`src/rtl/loteria_registro.sv`:
```
// Lottery bet entry stage: captures the draw and up to MAX_JOGOS games, then streams them to the checker.
// Optional duplicate rejection within a group is enabled by defining LOTERIA_DUPLICADO_EN.
module loteria_registro #(
    parameter int MAX_JOGOS     = 5,
    parameter int NUMS_POR_JOGO = 4
) (
    input  logic        clock,
    input  logic        reset,
    input  logic [3:0]  numero,
    input  logic        insere,
    input  logic        fim,
    input  logic        out_ready,
    output logic        out_valid,
    output logic [3:0]  out_numero,
    output logic        out_fim_jogo,
    output logic [15:0] sorteio,
    output logic        sorteio_ok,
    output logic [2:0]  jogos,
    output logic        erro,
    output logic        ocupado,
    output logic        concluido
);

    typedef enum logic [1:0] {S_SORTEIO, S_APOSTA, S_ENVIO, S_FIM} state_t;

    localparam logic [1:0] LAST_POS = 2'(NUMS_POR_JOGO - 1);
    localparam logic [2:0] MAX_J    = 3'(MAX_JOGOS);

    state_t state, state_nxt;

    logic [1:0] sort_pos, wr_pos, rd_pos;
    logic [2:0] rd_jogo;
    logic [MAX_JOGOS-1:0][3:0][3:0] game_buf;
    logic [3:0][3:0] rd_game;

    logic dup, erro_nxt, wr_sort, wr_game, drop_parcial, avanca;

`ifdef LOTERIA_DUPLICADO_EN
    logic [3:0][3:0] grupo;
    logic [1:0]      cnt;

    // The write game is always slot `jogos`; entries already in the group sit below cnt.
    always_comb begin
        grupo = '0;
        cnt   = (state == S_SORTEIO) ? sort_pos : wr_pos;
        if (state == S_SORTEIO) begin
            for (int i = 0; i < 4; i++) grupo[i] = sorteio[4*(3-i) +: 4];
        end else begin
            for (int j = 0; j < MAX_JOGOS; j++)
                if (jogos == 3'(j)) grupo = game_buf[j];
        end
        dup = 1'b0;
        for (int i = 0; i < 4; i++)
            if (i < int'(cnt) && grupo[i] == numero) dup = 1'b1;
    end
`else
    assign dup = 1'b0;
`endif

    always_comb begin
        rd_game = '0;
        for (int j = 0; j < MAX_JOGOS; j++)
            if (rd_jogo == 3'(j)) rd_game = game_buf[j];
    end

    assign out_valid    = (state == S_ENVIO);
    assign ocupado      = (state == S_ENVIO);
    assign concluido    = (state == S_FIM);
    assign out_numero   = out_valid ? rd_game[rd_pos] : 4'h0;
    assign out_fim_jogo = out_valid && (rd_pos == LAST_POS);

    always_ff @(posedge clock) begin
        if (!reset) state <= S_SORTEIO;
        else        state <= state_nxt;
    end

    always_comb begin
        state_nxt    = state;
        erro_nxt     = 1'b0;
        wr_sort      = 1'b0;
        wr_game      = 1'b0;
        drop_parcial = 1'b0;
        avanca       = 1'b0;
        case (state)
            S_SORTEIO: begin
                if (fim) begin
                    erro_nxt = 1'b1;
                end else if (insere) begin
                    if (numero != 4'h0 && !dup) begin
                        wr_sort = 1'b1;
                        if (sort_pos == LAST_POS) state_nxt = S_APOSTA;
                    end else begin
                        erro_nxt = 1'b1;
                    end
                end
            end
            S_APOSTA: begin
                // fim takes priority; a simultaneous insere is silently dropped
                if (fim) begin
                    if (jogos == 3'd0) begin
                        erro_nxt = 1'b1;
                    end else begin
                        state_nxt = S_ENVIO;
                        if (wr_pos != 2'd0) begin
                            erro_nxt     = 1'b1;
                            drop_parcial = 1'b1;
                        end
                    end
                end else if (insere) begin
                    if (jogos == MAX_J || numero == 4'h0 || dup) erro_nxt = 1'b1;
                    else                                         wr_game  = 1'b1;
                end
            end
            S_ENVIO: begin
                if (out_ready) begin
                    avanca = 1'b1;
                    if (rd_pos == LAST_POS && rd_jogo == jogos - 3'd1) state_nxt = S_FIM;
                end
            end
            default: ;
        endcase
    end

    always_ff @(posedge clock) begin
        if (!reset) begin
            erro       <= 1'b0;
            sorteio    <= 16'h0000;
            sorteio_ok <= 1'b0;
            jogos      <= 3'd0;
            sort_pos   <= 2'd0;
            wr_pos     <= 2'd0;
            rd_pos     <= 2'd0;
            rd_jogo    <= 3'd0;
            game_buf   <= '0;
        end else begin
            erro <= erro_nxt;
            if (wr_sort) begin
                sorteio[{~sort_pos, 2'b00} +: 4] <= numero;
                sort_pos <= sort_pos + 2'd1;
                if (sort_pos == LAST_POS) sorteio_ok <= 1'b1;
            end
            if (wr_game) begin
                for (int j = 0; j < MAX_JOGOS; j++)
                    if (jogos == 3'(j)) game_buf[j][wr_pos] <= numero;
                if (wr_pos == LAST_POS) begin
                    wr_pos <= 2'd0;
                    jogos  <= jogos + 3'd1;
                end else begin
                    wr_pos <= wr_pos + 2'd1;
                end
            end
            // Partial game data is left in the buffer; it lies beyond jogos and is never read.
            if (drop_parcial) wr_pos <= 2'd0;
            if (avanca) begin
                if (rd_pos == LAST_POS) begin
                    rd_pos  <= 2'd0;
                    rd_jogo <= rd_jogo + 3'd1;
                end else begin
                    rd_pos <= rd_pos + 2'd1;
                end
            end
        end
    end

endmodule

```
`config.mk`:
```
export PLATFORM = sky130hd
export DESIGN_NAME = loteria_registro
export DESIGN_NICKNAME = d
export VERILOG_FILES = /design/src/rtl/loteria_registro.sv
export SDC_FILE = /design/constraint.sdc
export NUM_CORES = 1
export LEC_CHECK = 0
export BUFFER_PORTS_ARGS = -buffer_cell sky130_fd_sc_hd__buf_2
export CORE_MARGIN = 2
export CORE_UTILIZATION = 61
export DETAILED_ROUTE_END_ITERATION = 12
export GPL_ROUTABILITY_DRIVEN = 0
export PLACE_DENSITY = 0.77
export SETUP_SLACK_MARGIN = 0.05
export SYNTH_ARGS = -nofsm -noshare
export SYNTH_HDL_FRONTEND = slang
export SYNTH_SLANG_ARGS = --single-unit
```
`constraint.sdc`:
```
create_clock -name clock -period 2.7 [get_ports clock]
set_clock_uncertainty 0.15 [all_clocks]
set_input_delay 0.54 -clock clock [delete_from_list [all_inputs] [get_ports clock]]
set_output_delay 0.54 -clock clock [all_outputs]
set_load 0.1 [all_outputs]
```
==> flow_summary_export.csv <==
group,metric,value,unit
outcome,status,"finished, violations left",
outcome,violations,"negative setup slack",
yosys,async_flop_share,0,%
yosys,yosys_warnings,0,
worst_setup_path,crit_path_start_kind,"flip-flop",
yosys,synth.distinct_cells,53,
sta,finalCriticalPeriod,3.14,ns
die,fp.dieArea,10500,um^2
sta,rsz0062_at_grt,"true",
drt,vias,5384,
flow_run,max_cap_viol_count,0,
die,fp.dieW,102,um
worst_hold_path,hold_class,"in2reg",
yosys,syn_inst,714,
drt,drc,0,
worst_setup_path,worstPathRequired,2.01,ns
power_and_ir_drop,leakage,0.00247,uW
sta,max_freq,0.318,GHz
sta,relSlewSlack,50.0,%
global_route,use_met1,37.9,%
yosys,synth-edff-count,0,
sta,period_share,116,%
worst_setup_path,slowest_delay,0.40,ns
die,rows,35,
die,boundaryPins,38,
global_route,antenna_found_initial,0,
worst_setup_path,crit_fanout,14,
yosys,syn_area_per_cell,8.28,um^2
global_route,track_usage,31.2,%
sta,finalHoldViolations,0,
sta,fin_ws,-0.443,ns
global_route,use_met3,6.63,%
die,core_area,9330,um^2
placement,dp.cells,848,
clocking,htree_levels,3,
clocking,ctsHoldBuffers,0,
global_route,use_met2,52.7,%
final_layout,nNetsFinal,774,
final_layout,layout-drive-gt1-share,18.6,%
worst_setup_path,path_class,"reg2out",
drt,drt-vias-per-instance,6.15,
worst_setup_path,end_kind,"output port",
drt,wl_per_cell,18.2,um
yosys,synth_top_area_share,37.9,%
worst_setup_path,arrival,2.45,ns
global_route,grt_pass1_wl,25.3,mm
power_and_ir_drop,p_per_area,482,nW/um^2
clocking,clk_latency,0.40,ns
drt,drt_iter0_drc,445,
global_route,grt_pass1_vias,5035,
drt,dr.pass1.iters,5,
yosys,synthTopCellsByArea,"dfxtp_1 (38%), a21boi_1 (9.5%), nand2_1 (8.1%)",
clocking,cts_root_buffer,"clkbuf_8",
sta,setup_viol,4,
final_layout,diodes,0,
worst_setup_path,critPathSlowestCell,"dfxtp_4",
drt,antenna_left,0,
clocking,cts_tree,"yes",
final_layout,syn_to_final_growth,15.0,%
clocking,numCtsBuffers,9,
placement,place_hpwl,10.5,mm
die,start_util,63.4,%
sta,worst_pin_slew,0.751,ns
clocking,path_clk_slew,0.12,ns
yosys,synth_fp_nets,747,
yosys,synth_seq_cells,112,
drt,wl,15.9,mm
power_and_ir_drop,ir_drop,0.000363,V
worst_setup_path,cp_cell_sequence,"inv_4, buf_4, ha_4, a21oi_1, o21ai_0, a221oi_2, nor3_1, o31a_2, buf_12",
global_route,grt_max_degree,60,
yosys,yosys_most_used_dff,"dfxtp_1",
clocking,clockBufferDepth,2,
final_layout,fin_cells,875,
sta,slew_viol_final,0,
global_route,grt_overflow,0,
yosys,synth_area,5910,um^2
sta,whs,0.290,ns
yosys,synth_top_cell_by_area,"dfxtp_1",
clocking,cts.sinks,112,
global_route,grt_busiest_layer,"met2",
die,dieHeight,102,um
placement,portBuffers,37,
yosys,synth-seq-area-share,37.9,%
## cell usage after synthesis, drive strengths merged (9+ instances only)
| cell type | instances |
|---|---|
| clkbuf | 35 |
| a21boi | 77 |
| inv | 22 |
| nor2 | 15 |
| ha | 24 |
| nor2b | 33 |
| a21oi | 29 |
| buf | 25 |
| dfxtp | 112 |
| nand4 | 13 |
| a221oi | 9 |
| mux2i | 28 |
| nand2 | 128 |
| o21ai | 30 |
| and3 | 10 |
| nand3 | 62 |
## worst max-delay path: cells and delay by family (launching register included)
| kind | cells | cell delay [ns] |
|---|---|---|
| AOI/OAI and AO/OA | 4 | 1.00 |
| buffers and inverters | 3 | 0.36 |
| and+or+nand+nor | 1 | 0.09 |
| adders and majority gates | 1 | 0.22 |
| DFF | 1 | 0.40 |
## stage by stage
step                      TNS, ns  instance area [um^2]  power [uW]  setup slack [ns]  util (%)
after detailed placement   -0.296                  6370        2200            -0.107      68.3
after global routing        -1.89                  6800        3390            -0.553      72.9
after global placement    -0.0134                  6370        2190           -0.0121      68.3
after CTS                   -1.39                  6710        3280            -0.361      71.9
after floorplan            -0.248                  6050        2130            -0.124         -
final                       -1.54                  6800        3280            -0.443      72.9
## repair_timing
| action | 4_1_cts | 5_1_grt |
|---|---|---|
| buffers inserted | 4 | 6 |
| endpoints found under the setup margin | 4 | 25 |
| gates resized for setup | 17 | 11 |
| pin swaps | 11 | 10 |
| cloned | 1 | 0 |
## power breakdown
part | switching [uW] | leakage [uW] | internal (uW) | total [uW]
combinational | 315 | 0.00145 | 151 | 466
sequential | 28.0 | 0.000906 | 1680 | 1710
clock | 626 | 0.000112 | 477 | 1100
total | 969 | 0.00247 | 2310 | 3280
## cell families (layout without fill, tap and decap cells)
kind of cell             count (synthesis)  count (layout)  synth area share (%)
AO/OA/AOI/OAI                          170             170                  20.1
XOR/XNOR                                 6               6                  1.14
flip-flops                             112             112                  37.9
AND/OR/NAND/NOR                        292             293                  24.9
multiplexers                            28              28                  4.74
buffers and inverters                   82             113                  6.08
adder cells (fa/ha/maj)                 24              24                  5.08
## cell usage in the layout, fill, tap and decap left out, drive strengths merged, types with 2 or more instances in the layout
| cell type | count |
|---|---|
| nor2 | 15 |
| o31a | 2 |
| nor2b | 33 |
| nand3b | 4 |
| dfxtp | 112 |
| nand4 | 13 |
| or2 | 2 |
| and2 | 8 |
| a221oi | 9 |
| clkinv | 2 |
| a21oi | 29 |
| a311oi | 5 |
| and3 | 10 |
| nand3 | 62 |
| xnor2 | 5 |
| mux2i | 28 |
| clkbuf | 11 |
| nand2b | 5 |
| ha | 24 |
| inv | 25 |
| nor3b | 2 |
| a21boi | 77 |
| o21a | 2 |
| o32a | 2 |
| nand4b | 2 |
| o211ai | 4 |
| o221ai | 2 |
| o21ai | 30 |
| nand2 | 128 |
| nor3 | 6 |
| buf | 74 |
## flip-flops by register name, summed over array words and instances (netlist names)
| register | count |
|---|---|
| erro | 1 |
| rd_jogo | 3 |
| state | 2 |
| sorteio_ok | 1 |
| jogos | 3 |
| wr_pos | 2 |
| sort_pos | 2 |
| rd_pos | 2 |
| sorteio | 16 |
| game_buf | 80 |
## per-layer routing
metal | part of all wire (%) | wire length (um)
met1 | 40 | 6360
met4 | 4.8 | 759
met3 | 7.2 | 1150
met5 | 0 | 0
met2 | 48 | 7660
## final timing paths
kind	startpoint	endpoint	slack [ns]	cells past startpoint
worst max-delay path	rd_jogo[0]	out_numero[1]	-0.44	9
worst min-delay path	fim	erro	0.29	3
worst max register to register	state[1]	game_buf[11]	0.25	7
worst min register to register	sorteio[13]	sorteio[13]	0.30	2
## area by class of cell
cell class                 instances  area [um^2]
fill                             747         2530
clock inverter                     6         83.8
sequential                       112         2250
multi-input combinational        521         3520
clock buffer                      10          138
timing repair buffer              75          557
inverter                          22         85.1
tap                              129          161
Power figures use the tool's default switching activity.
